[config.mk]
export PLATFORM = sky130hd
export DESIGN_NAME = pconv_sched
export DESIGN_NICKNAME = d
export VERILOG_FILES = /design/src/rtl/pconv_sched.sv
export SDC_FILE = /design/constraint.sdc
export NUM_CORES = 1
export LEC_CHECK = 0
export CAP_MARGIN = 20
export CORE_MARGIN = 3
export CORE_UTILIZATION = 49
export DETAILED_ROUTE_END_ITERATION = 16
export PLACE_DENSITY = 0.86
export SKIP_CTS_REPAIR_TIMING = 1
export SLEW_MARGIN = 10
export SYNTH_ARGS = -nofsm -noshare
export SYNTH_HDL_FRONTEND = slang
export SYNTH_SLANG_ARGS = --single-unit
export TNS_END_PERCENT = 1
[constraint.sdc]
create_clock -name i_clk -period 6.28 [get_ports i_clk]
set_clock_uncertainty 0.15 [all_clocks]
set_input_delay 1.256 -clock i_clk [delete_from_list [all_inputs] [get_ports i_clk]]
set_output_delay 1.256 -clock i_clk [all_outputs]
set_load 0.02 [all_outputs]
[src/rtl/pconv_sched.sv]
// ---------------------------------------------------------------------------
// pconv_sched
//   Sequences one pointwise-convolution PE over a whole feature map. The outer
//   loop walks output channels, the inner loop walks pixels. For every channel
//   the weight vector, bias and shift are fetched once and held stable on the
//   pe_* outputs, then pixel vectors are issued one per cycle under a credit
//   limit so the PE results always fit in a small result FIFO that feeds a
//   back-pressured writer.
//
// Ports
//   i_clk, i_rst          clock, synchronous active-high reset
//   i_start / o_busy /    layer-pass handshake (start ignored while busy,
//   o_done                done is a one-cycle pulse after the last write)
//   o_fm_rd_*, i_fm_rd_data  feature-map RAM read (data one cycle later)
//   o_w_rd_*, i_w/b/s_rd_data weight ROM read (data one cycle later)
//   o_pe_*                PE enable, pixel stream and per-channel parameters
//   i_pe_dout(_vld)       PE results, returned in issue order
//   o_out_wr_*, i_out_ready  result writer, transfer on en && ready
// ---------------------------------------------------------------------------
module pconv_sched #(
    parameter int N              = 16,
    parameter int INPUT_CHANNEL  = 3,
    parameter int OUTPUT_CHANNEL = 8,
    parameter int IMG_PIXELS     = 784,
    parameter int FIFO_DEPTH     = 4,
    localparam int PIX_AW = (IMG_PIXELS > 1) ? $clog2(IMG_PIXELS) : 1,
    localparam int OC_AW  = (OUTPUT_CHANNEL > 1) ? $clog2(OUTPUT_CHANNEL) : 1,
    localparam int OUT_AW = (OUTPUT_CHANNEL * IMG_PIXELS > 1) ?
                            $clog2(OUTPUT_CHANNEL * IMG_PIXELS) : 1,
    localparam int VEC_W  = INPUT_CHANNEL * N
) (
    input  logic              i_clk,
    input  logic              i_rst,
    input  logic              i_start,
    output logic              o_busy,
    output logic              o_done,
    output logic              o_fm_rd_en,
    output logic [PIX_AW-1:0] o_fm_rd_addr,
    input  logic [VEC_W-1:0]  i_fm_rd_data,
    output logic              o_w_rd_en,
    output logic [OC_AW-1:0]  o_w_rd_addr,
    input  logic [VEC_W-1:0]  i_w_rd_data,
    input  logic [31:0]       i_b_rd_data,
    input  logic [4:0]        i_s_rd_data,
    output logic              o_pe_ce,
    output logic              o_pe_input_vld,
    output logic [VEC_W-1:0]  o_pe_input_din,
    output logic [VEC_W-1:0]  o_pe_weight_din,
    output logic [31:0]       o_pe_bias,
    output logic [4:0]        o_pe_shift,
    input  logic [N-1:0]      i_pe_dout,
    input  logic              i_pe_dout_vld,
    output logic              o_out_wr_en,
    output logic [OUT_AW-1:0] o_out_wr_addr,
    output logic [N-1:0]      o_out_wr_data,
    input  logic              i_out_ready
);

    localparam int PIX_CW = $clog2(IMG_PIXELS + 1);   // counts 0..IMG_PIXELS
    localparam int PTR_W  = $clog2(FIFO_DEPTH);
    localparam int CNT_W  = $clog2(FIFO_DEPTH + 1);

    typedef enum logic [2:0] {
        S_IDLE,
        S_LOAD_W,
        S_LATCH_W,
        S_RUN,
        S_FLUSH,
        S_DRAIN,
        S_DONE
    } state_t;

    state_t              r_state;
    state_t              w_next;

    logic [OC_AW-1:0]    r_oc;
    logic [PIX_CW-1:0]   r_pix;
    logic [CNT_W-1:0]    r_inflight;
    logic [CNT_W-1:0]    r_count;
    logic [PTR_W-1:0]    r_wr_ptr;
    logic [PTR_W-1:0]    r_rd_ptr;
    logic [OUT_AW-1:0]   r_res_addr;
    logic                r_pe_input_vld;
    logic [VEC_W-1:0]    r_pe_weight;
    logic [31:0]         r_pe_bias;
    logic [4:0]          r_pe_shift;

    logic [OUT_AW-1:0]   r_fifo_addr [FIFO_DEPTH];
    logic [N-1:0]        r_fifo_data [FIFO_DEPTH];

    logic                w_issue;
    logic                w_credit_ok;
    logic                w_push;
    logic                w_pop;
    logic                w_last_oc;
    logic                w_all_issued;

    // Credit covers results still inside the PE plus results already queued,
    // so a PE result can never arrive to a FIFO that has no room for it.
    assign w_credit_ok  = ((CNT_W+1)'(r_inflight) + (CNT_W+1)'(r_count))
                          < (CNT_W+1)'(FIFO_DEPTH);
    assign w_all_issued = (r_pix == PIX_CW'(IMG_PIXELS));
    assign w_issue      = (r_state == S_RUN) && !w_all_issued && w_credit_ok;
    assign w_last_oc    = (r_oc == OC_AW'(OUTPUT_CHANNEL - 1));

    // Results only count while something is outstanding; a stale PE result
    // arriving after a mid-pass reset is dropped rather than queued.
    assign w_push = i_pe_dout_vld && (r_inflight != '0);
    assign w_pop  = (r_count != '0) && i_out_ready;

    // ---------------------------------------------------------------- FSM
    always_ff @(posedge i_clk) begin
        if (i_rst) r_state <= S_IDLE;
        else       r_state <= w_next;
    end

    // NOTE: every signal assigned in an always_comb gets a default first, so
    // no path through the case can leave it unassigned and infer a latch.
    always_comb begin
        w_next = r_state;
        unique case (r_state)
            S_IDLE:    if (i_start) w_next = S_LOAD_W;
            S_LOAD_W:  w_next = S_LATCH_W;
            S_LATCH_W: w_next = S_RUN;
            S_RUN:     if (w_all_issued) w_next = S_FLUSH;
            // The PE parameters must not move while any result is in flight.
            S_FLUSH:   if (r_inflight == '0) w_next = w_last_oc ? S_DRAIN : S_LOAD_W;
            S_DRAIN:   if (r_count == '0) w_next = S_DONE;
            S_DONE:    w_next = S_IDLE;
            default:   w_next = S_IDLE;
        endcase
    end

    // ------------------------------------------------ loop counters / PE regs
    // NOTE: sequential state is written with non-blocking assignments only, so
    // every register sees the pre-edge value of every other register.
    always_ff @(posedge i_clk) begin
        if (i_rst) begin
            r_oc           <= '0;
            r_pix          <= '0;
            r_inflight     <= '0;
            r_pe_input_vld <= 1'b0;
            r_pe_weight    <= '0;
            r_pe_bias      <= '0;
            r_pe_shift     <= '0;
        end else begin
            r_pe_input_vld <= w_issue;

            if (r_state == S_IDLE && i_start) begin
                r_oc  <= '0;
                r_pix <= '0;
            end else if (w_issue) begin
                r_pix <= r_pix + PIX_CW'(1);
            end else if (r_state == S_FLUSH && r_inflight == '0 && !w_last_oc) begin
                r_oc  <= r_oc + OC_AW'(1);
                r_pix <= '0;
            end

            if (r_state == S_LATCH_W) begin
                r_pe_weight <= i_w_rd_data;
                r_pe_bias   <= i_b_rd_data;
                r_pe_shift  <= i_s_rd_data;
            end

            unique case ({w_issue, w_push})
                2'b10:   r_inflight <= r_inflight + CNT_W'(1);
                2'b01:   r_inflight <= r_inflight - CNT_W'(1);
                default: r_inflight <= r_inflight;
            endcase
        end
    end

    // ------------------------------------------------------------ result FIFO
    always_ff @(posedge i_clk) begin
        if (i_rst) begin
            r_wr_ptr   <= '0;
            r_rd_ptr   <= '0;
            r_count    <= '0;
            r_res_addr <= '0;
        end else begin
            if (r_state == S_IDLE && i_start) r_res_addr <= '0;
            else if (w_push)                 r_res_addr <= r_res_addr + OUT_AW'(1);

            if (w_push) r_wr_ptr <= r_wr_ptr + PTR_W'(1);
            if (w_pop)  r_rd_ptr <= r_rd_ptr + PTR_W'(1);

            unique case ({w_push, w_pop})
                2'b10:   r_count <= r_count + CNT_W'(1);
                2'b01:   r_count <= r_count - CNT_W'(1);
                default: r_count <= r_count;
            endcase
        end
    end

    // NOTE: the storage array has no reset; occupancy is tracked by r_count,
    // so stale entries are never visible and the array maps onto plain RAM.
    // A push into a full FIFO with a simultaneous pop overwrites the head slot
    // only after its value has been presented to the writer this cycle.
    always_ff @(posedge i_clk) begin
        if (w_push) begin
            r_fifo_addr[r_wr_ptr] <= r_res_addr;
            r_fifo_data[r_wr_ptr] <= i_pe_dout;
        end
    end

    assert property (@(posedge i_clk) disable iff (i_rst)
                     !(w_push && !w_pop && r_count == CNT_W'(FIFO_DEPTH)));

    // ---------------------------------------------------------------- outputs
    assign o_busy          = (r_state != S_IDLE);
    assign o_done          = (r_state == S_DONE);
    assign o_pe_ce         = o_busy;
    assign o_fm_rd_en      = w_issue;
    assign o_fm_rd_addr    = r_pix[PIX_AW-1:0];
    assign o_w_rd_en       = (r_state == S_LOAD_W);
    assign o_w_rd_addr     = r_oc;
    assign o_pe_input_vld  = r_pe_input_vld;
    assign o_pe_input_din  = r_pe_input_vld ? i_fm_rd_data : '0;
    assign o_pe_weight_din = r_pe_weight;
    assign o_pe_bias       = r_pe_bias;
    assign o_pe_shift      = r_pe_shift;
    assign o_out_wr_en     = (r_count != '0);
    assign o_out_wr_addr   = o_out_wr_en ? r_fifo_addr[r_rd_ptr] : '0;
    assign o_out_wr_data   = o_out_wr_en ? r_fifo_data[r_rd_ptr] : '0;

endmodule

==> metrics.csv <==
metric;value;unit
status;finished clean;
clk_latency;0.52;ns
critPathRequiredTime;4.87;ns
clock_sinks;243;
multiInputGateArea;0.00346;mm²
synth_most_common_cell;nand2_1;
relSlewSlack;0.292;
avgRoutedWirePerCell;17.5;µm
synth-edff-count;116;
die_w;147;µm
cts_buffer_depth;3;
final_nets;1342;
peakVddDrop;0.251;mV
core;0.0191;mm²
htree_levels;1;
drv_slew;0;
cp_data_arrival_time;2.62;ns
maxCapViolations;0;
synthArstFlopShare;0;
antenna_found_initial;1;
initial_core_util;0.510;
wl;25500;µm
rsz0062_at_grt;no;
die_h;147;µm
ys.flop_type;dfxtp_1;
num_antenna_cells;0;
max_freq;0.248;GHz
avgSynthCellArea;11.4;µm²
fin_crit;4.03;ns
ctsRootBufferMaster;clkbuf_16;
post-route-period-util;0.641;
dp_slack;2.40;ns
io_pins;336;
power_leakage;4.82;nW
hold_violations;0;
syn_to_final_growth;44.6;%
vias;7405;
netlist_area;0.00976;mm²
yosysTopAreaCell;edfxtp_1;
seqCellArea;0.00603;mm²
grt_pass1_vias;7520;
rows;50;
synth_area_leaders;edfxtp_1 36%, dfxtp_1 26%, nand2_1 6.8%;
die_area;0.0216;mm²
cp-end-kind;primary output;
grt_use_total;0.229;
synth.distinct_cells;55;
hold_path.class;reg -> reg;
dp_hpwl;17100;µm
io_buffers;335;
powerDensity;315;mW/mm²
synth_warnings;0;
globalplace.congestion;0.819;
start_kind;flop;
ys_ff_latch;243;
grt_max_degree;103;
synth_top_area_share;0.357;
setup_slack;2.25;ns
grt-ovfl-total;0;
crit_fanout;9;
finalSetupViolCount;0;
syn-num-nets;1026;
fillers;1284;
tns;0;ns
numCtsBuffers;25;
drive_above_1_share;0.0747;
drt_iter0_markers;440;
avgViaCountPerCell;5.10;
tightestPinTransition;1.06;ns
ant_nets;0;
drc;0;
path_class;reg -> out;
utilization;0.737;
yosysSeqAreaShare;0.618;
first_pass_iters;5;
cts_tree;done;
grt_pass1_wl;40300;µm
synthTopCellsByCount;178 x nand2_1, 127 x dfxtp_1, 116 x edfxtp_1;
syn_inst;857;
clk_pin_slew;0.06;ns
[critical path, cell delays in order (launching register included)]
cell and delay (ns):
dfxtp_1 0.48, or3b_4 0.44, or4_4 0.49, nand2_2 0.13, inv_1 0.04, clkdlybuf4s50_1 0.53
[layer usage]
layer / global-route usage / vias to the layer above / part of all wire
met5: 0 / - / 0.00079
met4: 0.0727 / 2 / 0.029
met3: 0.0688 / 57 / 0.078
met2: 0.396 / 244 / 0.51
met1: 0.277 / 3486 / 0.38
li1: - / 3616 / -
[stage by stage]
| step | instances | instance area, µm² | total power [mW] | hold WS (ns) |
|---|---|---|---|---|
| floorplan | 857 | 9760 | 2.52 | 0.319 |
| global placement | 1404 | 13300 | 2.98 | 0.291 |
| detailed placement | 1404 | 13300 | 3.01 | 0.296 |
| CTS | 1450 | 14100 | 4.47 | 0.304 |
| global route | 1452 | 14100 | 4.64 | 0.319 |
| finish | 1452 | 14100 | 4.44 | 0.302 |
[where the power goes]
group | total, mW | switching [mW] | internal (mW)
clock network | 1.45 | 0.607 | 0.842
registers | 1.87 | 0.0785 | 1.80
logic | 1.12 | 0.574 | 0.543
total | 4.44 | 1.26 | 3.18
[registers in the layout (all words and copies together), names as in the netlist, named ones only]
name	flops
o_fm_rd_addr	10
o_pe_bias	32
o_pe_input_vld	1
o_pe_shift	5
o_pe_weight_din	48
o_w_rd_addr	3
r_count	3
r_fifo_addr	52
r_fifo_data	64
r_inflight	3
r_rd_ptr	2
r_res_addr	13
r_state	3
r_wr_ptr	2
[final cells by class]
| type | instances | share of cell area |
|---|---|---|
| Multi-Input combinational cell | 545 | 0.245 |
| Tap cell | 260 | 0.0231 |
| Timing Repair Buffer | 344 | 0.244 |
| Sequential cell | 243 | 0.427 |
| Clock inverter | 16 | 0.0103 |
| Inverter | 14 | 0.00372 |
| Clock buffer | 30 | 0.0471 |
[layout by cell type, fill, tap and decap left out, types with 4 or more instances in the layout]
master           instances
edfxtp_1               116
o21ai_0                 10
dfxtp_1                125
and2_1                  83
nor2_1                  30
ha_1                    13
or3_1                   12
mux2i_1                  4
nand2_1                177
clkinv_1                 4
mux4_2                  29
inv_1                   14
clkbuf_16               25
nand3_1                 15
clkdlybuf4s50_1        334
xor2_1                  14
buf_4                    8
a21oi_1                101
nand4_1                  9
clkinv_2                 4
[path summary, 6_finish.rpt]
check                                        start  cells after the start                                to  slack [ns]
hold / removal    o_pe_weight_din[15]$_SDFFE_PP0P_                      2  o_pe_weight_din[15]$_SDFFE_PP0P_        0.30
setup / recovery      o_fm_rd_addr[4]$_SDFFE_PP0P_                      5                        o_fm_rd_en        2.25
hold reg to reg   o_pe_weight_din[15]$_SDFFE_PP0P_                      2  o_pe_weight_din[15]$_SDFFE_PP0P_        0.30
setup reg to reg      o_fm_rd_addr[4]$_SDFFE_PP0P_                      9        r_inflight[2]$_SDFFE_PP0P_        3.25
[cell families (layout without fill, tap and decap cells)]
logic type / count (synthesis) / count (layout) / synth area share
buf+inv: 69 / 404 / 0.0294
flops: 243 / 243 / 0.618
mux: 33 / 33 / 0.0710
xor+xnor: 17 / 17 / 0.0153
compound gates: 128 / 128 / 0.0710
fa+ha+maj: 15 / 15 / 0.0208
simple gates: 352 / 352 / 0.175
Note: power is estimated with default switching activity, not from simulation.
